File: config.mk
export PLATFORM = sky130hd
export DESIGN_NAME = pc_reg
export DESIGN_NICKNAME = d
export VERILOG_FILES = /design/src/rtl/pc_reg.sv
export SDC_FILE = /design/constraint.sdc
export NUM_CORES = 1
export LEC_CHECK = 0
export ABC_CLOCK_PERIOD_IN_PS = 1200
export BUFFER_PORTS_ARGS = -buffer_cell sky130_fd_sc_hd__buf_2
export CORE_AREA = 2 2 39 41
export CTS_CLUSTER_DIAMETER = 200
export DETAILED_ROUTE_END_ITERATION = 6
export DIE_AREA = 0 0 41 43
export PLACE_DENSITY = 0.48
export SYNTH_ARGS = -nofsm -noshare
export SYNTH_HDL_FRONTEND = slang
export SYNTH_SLANG_ARGS = --single-unit
File: constraint.sdc
create_clock -name clk -period 1.2 [get_ports clk]
set_input_delay 0.18 -clock clk [delete_from_list [all_inputs] [get_ports clk]]
set_output_delay 0.18 -clock clk [all_outputs]
set_load 0.005 [all_outputs]
File: src/rtl/pc_reg.sv
// Free-running program counter for the fetch stage: steps by STEP each clock,
// async high-true clear to RESET_VALUE. Output comes straight from the register.
module pc_reg #(
    parameter int unsigned WIDTH       = 8,
    parameter int unsigned STEP        = 1,
    parameter int unsigned RESET_VALUE = 0
) (
    input  logic             clk,
    input  logic             rst_n,   // high-true despite the name: 1 = reset
    output logic [WIDTH-1:0] pc_out
);

    localparam logic [WIDTH-1:0] STEP_W  = WIDTH'(STEP);
    localparam logic [WIDTH-1:0] RESET_W = WIDTH'(RESET_VALUE);

    logic [WIDTH-1:0] pc_q;
    logic [WIDTH-1:0] pc_d;

    // Sum truncated to WIDTH bits: wraps modulo 2^WIDTH, carry dropped.
    always_comb begin
        pc_d = pc_q + STEP_W;
    end

    always_ff @(posedge clk or posedge rst_n) begin
        if (rst_n) begin
            pc_q <= RESET_W;
        end else begin
            pc_q <= pc_d;
        end
    end

    assign pc_out = pc_q;

endmodule

==> metrics.txt, run 1 <==
vias=~220; run status=complete, no violations; worst hold slack=between 0.4 and 0.5 ns; pwr dens=between 1000 and 1500 mW/mm^2; CTS tree=built; Critical Path AT=between 1 and 1.5 ns; Slowest-stage cell, CP=dfrtp_1; die width=roughly 41 um; setup tns final=0 ns; Post-CTS Setup Bufs=0; final worst-path cycle share=about 84%; ant diodes=0; remaining global-route overflow=0; Worst VDD drop=about 0.00033 V; largest net degree at the start of global routing=9; met2 Use GR=10.9%; Root Buffer=clkbuf_4; max_slew headroom=about four fifths; Total GRT Usage=around 8.3%; routed len/inst=10.1 um; Clk pin slew, worst setup/hold paths=around 0.06 ns; CTS Sinks=8; Synth area leaders=dfrtp_1 (63%), xnor2_1 (8.2%), xor2_1 (8.2%); worst-path maximum fanout=5; clk_skew=slightly below 0.006 ns; Final WS setup=roughly 0.19 ns; most common cell in the synthesized netlist=dfrtp_1; vias in the first global route=213; worst slew pin tran=0.305 ns; max incr delay on CP=between 0.4 and 0.5 ns; CP Data Required Time=around 1.4 ns; critical path class=flip-flop to flip-flop; Yosys warnings=0; H-tree lvl count=1; RSZ-0062 raised after global routing=no; post_cts resized=0; initial antenna violation count=0; antenna viol nets, final=0; hold crit path type=input port to asynchronous set/reset pin; Final setup viols=0; fin nets=43; num ports=10; PortBufs=9; Final Wtd Congestion=0.724; Die Y=43 um; Finished Layout Cells=54; hold buffers post-CTS=1; via/cell ratio=4.11; post-synthesis register bit count=8; Post-synth EDFFs=0; max FFs per register=8; mapped cell area=about 320 sq um; Max Buffers Root-to-Sink=2; Max Clk Rate=slightly below 1000 MHz; area grow syn2layout=30.5%; reg2reg setup slack=0.19 ns; Avg Synthesized Cell Area=around 13 sq um; Placement Setup Slack=between 0.2 and 0.25 ns; worst r2r dst=pc_out[7]$_DFF_PP0_; Cells after Synth=25; DRC Markers=0; final wirelength=approximately 550 um; static leakage=between 0.2 and 0.25 nW; R2R Path Start=pc_out[2]$_DFF_PP0_; commonest register cell after synthesis=dfrtp_1; Clock Latency Late Sink=approximately 0.25 ns; CP endpoint kind=flip-flop; Initial Util=between 20 and 25%; synthesized net count=28; register area share after synthesis=between 60% and 70%; busiest layer in global routing=met2; fraction of layout instances using a drive strength above 1=36.8%; Core ar.=around 0.0014 sq mm; share of the synthesized area in the top cell type=between 60% and 70%; site row count=14; DR iter-0 viols=1; M1 GR Usage=around a tenth; Final Max Slew Viols=0; Max Cap Viol=0; Netlist cell types=11; first-pass GRT wire length=roughly 900 um; drt pass-1 iters=4; CTS buffer count=3; Final min period=between 1 and 1.5 ns; reg2reg path depth=3; top cells by count, synth=dfrtp_1 (8), xnor2_1 (3), xor2_1 (3); Hold Vio Cnt, Final=0; asr flop ratio synth=100%; Die Area=~0.0018 sq mm; met3 GRT Util=about 4.7%; post-synth top area cell=dfrtp_1; CP cell instances=nand3_2 > nor3_2 > xor2_1; Post-Place Cells=50; startpoint type of the worst setup path=flip-flop
[kinds of logic after synthesis]
kind of cell	count (synthesis)	share of synthesized area, %
simple gates	8	14.8
xor+xnor	6	16.4
buf+inv	2	2.34
flops	8	62.5
fa+ha+maj	1	3.91
[power breakdown]
group	switching [mW]	total, mW	internal (mW)
Clock	0.0859	0.200	0.114
Combinational	0.00566	0.00913	0.00347
Sequential	0	0.270	0.270
[worst max-delay path by stage]
| stage | cells after the start | slack (ns) | startpoint | endpoint |
|---|---|---|---|---|
| 2_1_floorplan | 3 | 0.25 | pc_out[2]$_DFF_PP0_ | pc_out[7]$_DFF_PP0_ |
| 3_3_place_gp | 3 | 0.22 | pc_out[2]$_DFF_PP0_ | pc_out[7]$_DFF_PP0_ |
| 3_5_place_dp | 3 | 0.20 | pc_out[0]$_DFF_PP0_ | pc_out[4]$_DFF_PP0_ |
| 4_1_cts | 3 | 0.18 | pc_out[0]$_DFF_PP0_ | pc_out[4]$_DFF_PP0_ |
| 5_1_grt | 3 | 0.06 | pc_out[2]$_DFF_PP0_ | pc_out[7]$_DFF_PP0_ |
| 6_report | 3 | 0.19 | pc_out[2]$_DFF_PP0_ | pc_out[7]$_DFF_PP0_ |
[layout make-up]
| class | count | area [sq um] |
|---|---|---|
| multi-input cells | 15 | 113 |
| well taps | 16 | 20.0 |
| fillers | 154 | 966 |
| inverters | 2 | 7.51 |
| clock buffers | 3 | 22.5 |
| repair buffers | 10 | 55.1 |
| flip-flops and latches | 8 | 200 |
[layout by cell type, fill, tap and decap left out, drive strengths merged]
cell type / count
buf: 9
dfrtp: 8
xor2: 3
xnor2: 3
clkbuf: 3
nand3: 3
nand2: 2
inv: 2
nor3: 1
and3: 1
nor2: 1
ha: 1
dlygate4sd3: 1
[layer usage]
metal / vias to the layer above / part of all wire (%) / routed length, um
met5: - / 0 / 0
met4: 0 / 0 / 0
met3: 0 / 7.5 / 41
met2: 6 / 48 / 262
met1: 108 / 44 / 241
li1: 108 / - / -
[stage by stage]
step	total power, mW	instance area [sq um]	util, %
CTS	0.491	418	30.2
detailed placement	0.282	385	27.8
finish	0.479	418	30.2
global route	0.505	418	30.2
global placement	0.282	385	27.8
floorplan	0.279	320	-
[critical path, delay by kind of cell, from the launching register on]
family           cells  cell delay, ns
AND/OR/NAND/NOR      2            0.35
flip-flops           1            0.42
XOR/XNOR             1            0.15
Power figures use the tool's default switching activity.
==> run 2: changes to the inputs <==
--- a/config.mk
+++ b/config.mk
@@ -5,13 +5,13 @@
 export SDC_FILE = /design/constraint.sdc
 export NUM_CORES = 1
 export LEC_CHECK = 0
-export ABC_CLOCK_PERIOD_IN_PS = 1200
+export ABC_CLOCK_PERIOD_IN_PS = 900
 export BUFFER_PORTS_ARGS = -buffer_cell sky130_fd_sc_hd__buf_2
 export CORE_AREA = 2 2 39 41
 export CTS_CLUSTER_DIAMETER = 200
 export DETAILED_ROUTE_END_ITERATION = 6
 export DIE_AREA = 0 0 41 43
-export PLACE_DENSITY = 0.48
+export PLACE_DENSITY = 0.49
 export SYNTH_ARGS = -nofsm -noshare
 export SYNTH_HDL_FRONTEND = slang
 export SYNTH_SLANG_ARGS = --single-unit
==> constraint.sdc (replaced) <==
create_clock -name clk -period 0.9 [get_ports clk]
set_input_delay 0.135 -clock clk [delete_from_list [all_inputs] [get_ports clk]]
set_output_delay 0.135 -clock clk [all_outputs]
set_load 0.005 [all_outputs]
==> metrics.txt, run 2 (synthesis gave the netlist of run 1 again) <==
run status=finished with violations; failing checks=setup timing; vias in the first global route=324 (+52%); static leakage=0.327 nW (+54%); max FFs per register=8 (unchanged); die width=41 um (unchanged); Max Cap Viol=0 (unchanged); reg2reg path depth=4 (+1); reg2reg setup slack=-0.11 ns (-0.30 ns); num ports=10 (unchanged); final wirelength=767 um (+41%); most common cell after layout, fill and taps aside=buf_4; R2R Path Start=pc_out[0]$_DFF_PP0_; fraction of layout instances using a drive strength above 1=67.9% (+31 points); worst-path maximum fanout=3 (-2); Die Area=0.00176 sq mm (unchanged); critical path class=flip-flop to output port; Final WS setup=-0.117 ns (-0.311 ns); power consumption=651 uW (+36%); DR iter-0 viols=1 (unchanged); H-tree lvl count=1 (unchanged); Clk pin slew, worst setup/hold paths=0.06 ns (about the same); placed inst area=425 sq um (+10%); fin nets=58 (+35%); delay-heaviest family, CP=flip-flops; Buf/Inv on CP=2 (+2); Clock Latency Late Sink=0.25 ns (about the same); antenna viol nets, final=0 (unchanged); remaining global-route overflow=0 (unchanged); CP cell instances=buf_6 > buf_6; via/cell ratio=4.23 (+2.9%); Final Cell Area=624 sq um (+49%); hpwl dp=438 um; Final Max Slew Viols=0 (unchanged); worst r2r dst=pc_out[6]$_DFF_PP0_; pwr dens=1040 mW/mm^2 (-9.0%); final worst-path cycle share=113%; M1 GR Usage=13.2% (+2.5 points); most frequent cells in the layout=buf_4 (10), buf_6 (9), dfrtp_1 (7), buf_2 (5); Final Wtd Congestion=0.765 (+5.7%); CTS Sinks=8 (unchanged); Final setup viols=12 (+12); setup tns final=-0.959 ns (-0.959 ns); Worst VDD drop=0.000395 V (+20%); site row count=14 (unchanged); Final Util=45.1% (+15 points); met2 Use GR=17.5% (+6.6 points); largest net degree at the start of global routing=9 (unchanged); Total GRT Usage=12.1% (+3.8 points); ant diodes=0 (unchanged); routed len/inst=11.1 um (+10%); CTS tree=built; worst slew pin tran=0.320 ns (+0.0146 ns); max_slew headroom=78.7% (-0.97 points); Placement Setup Slack=-0.0543 ns (-0.259 ns); Max Clk Rate=~980 MHz; Final min period=1.02 ns; Max Buffers Root-to-Sink=2 (unchanged); drt pass-1 iters=2 (-2); clk_skew=0.00183 ns (-0.00406 ns); Hold Vio Cnt, Final=0 (unchanged); first-pass GRT wire length=1.33 mm (+44%); Die Y=43 um (unchanged); vias=292 (+32%); PortBufs=9 (unchanged); Core ar.=0.00138 sq mm (unchanged); area grow syn2layout=94.9%; met3 GRT Util=6.28% (+1.6 points); CP endpoint kind=output port; Slowest-stage cell, CP=dfrtp_1; initial antenna violation count=0 (unchanged); CTS buffer count=3 (unchanged); startpoint type of the worst setup path=flip-flop; busiest layer in global routing=met2; Root Buffer=clkbuf_4; DRC Markers=0 (unchanged); hold crit path type=input port to asynchronous set/reset pin; CP Data Required Time=0.76 ns (-0.61 ns); Critical Path AT=0.88 ns (-0.29 ns); Fillers=132 (-14%); Initial Util=23.1% (unchanged); CP dominant cell by count=buf_6; max incr delay on CP=0.40 ns (-0.02 ns); RSZ-0062 raised after global routing=yes
==> run 2: cell count changes in the layout (fill, tap and decap cells not counted), sizes merged <==
| cell | change |
|---|---|
| buf | +15 |
==> run 2: area by class of cell <==
| cell class | instances | area (sq um) | share of cell area, % |
|---|---|---|---|
| clock buffers | 3 | 22.5 | 3.61 |
| flip-flops and latches | 8 | 201 | 32.3 |
| inverters | 2 | 7.51 | 1.20 |
| multi-input cells | 15 | 161 | 25.9 |
| well taps | 16 | 20.0 | 3.21 |
| repair buffers | 25 | 211 | 33.9 |
==> run 2: metrics by stage <==
| step | hold WS (ns) | instances |
|---|---|---|
| floorplan | -0.0493 | 25 |
| global route | 0.427 | 69 |
| detailed placement | 0.106 | 55 |
| CTS | 0.383 | 68 |
| global placement | 0.0908 | 55 |
| finish | 0.367 | 69 |
==> run 2: worst reg2reg max path, cell delays in order (launching register included) <==
cell and delay (ns):
dfrtp_1 0.38, buf_4 0.14, ha_4 0.14, nand3_2 0.09, xnor2_2 0.14
==> run 2: what timing repair did <==
item / in CTS / in global routing
pin swaps: 3 / 2
resized for setup: 14 / 4
endpoints found under the setup margin: 12 / 14
hold endpoints to repair: 8 / 0
buffers inserted: 9 / 1
hold buffers: 1 / 0
==> run 2: how the worst max path moves through the flow <==
stage                   startpoint                   to  cells past startpoint
2_1_floorplan  pc_out[0]$_DFF_PP0_  pc_out[4]$_DFF_PP0_                      3
3_3_place_gp   pc_out[1]$_DFF_PP0_  pc_out[6]$_DFF_PP0_                      3
3_5_place_dp   pc_out[0]$_DFF_PP0_  pc_out[4]$_DFF_PP0_                      3
4_1_cts        pc_out[0]$_DFF_PP0_            pc_out[0]                      2
5_1_grt        pc_out[0]$_DFF_PP0_  pc_out[7]$_DFF_PP0_                      4
6_report       pc_out[0]$_DFF_PP0_            pc_out[0]                      2
==> run 2: metal layers <==
layer | vias up | share of wire, %
met5 | - | 0
li1 | 137 | -
met4 | 0 | 1.6
met2 | 10 | 53
met3 | 2 | 6.6
met1 | 143 | 39
==> run 2: where the power goes <==
group	switching, mW	internal, mW
Clock	0.126	0.153
Combinational	0.00787	0.00462
Sequential	0	0.360
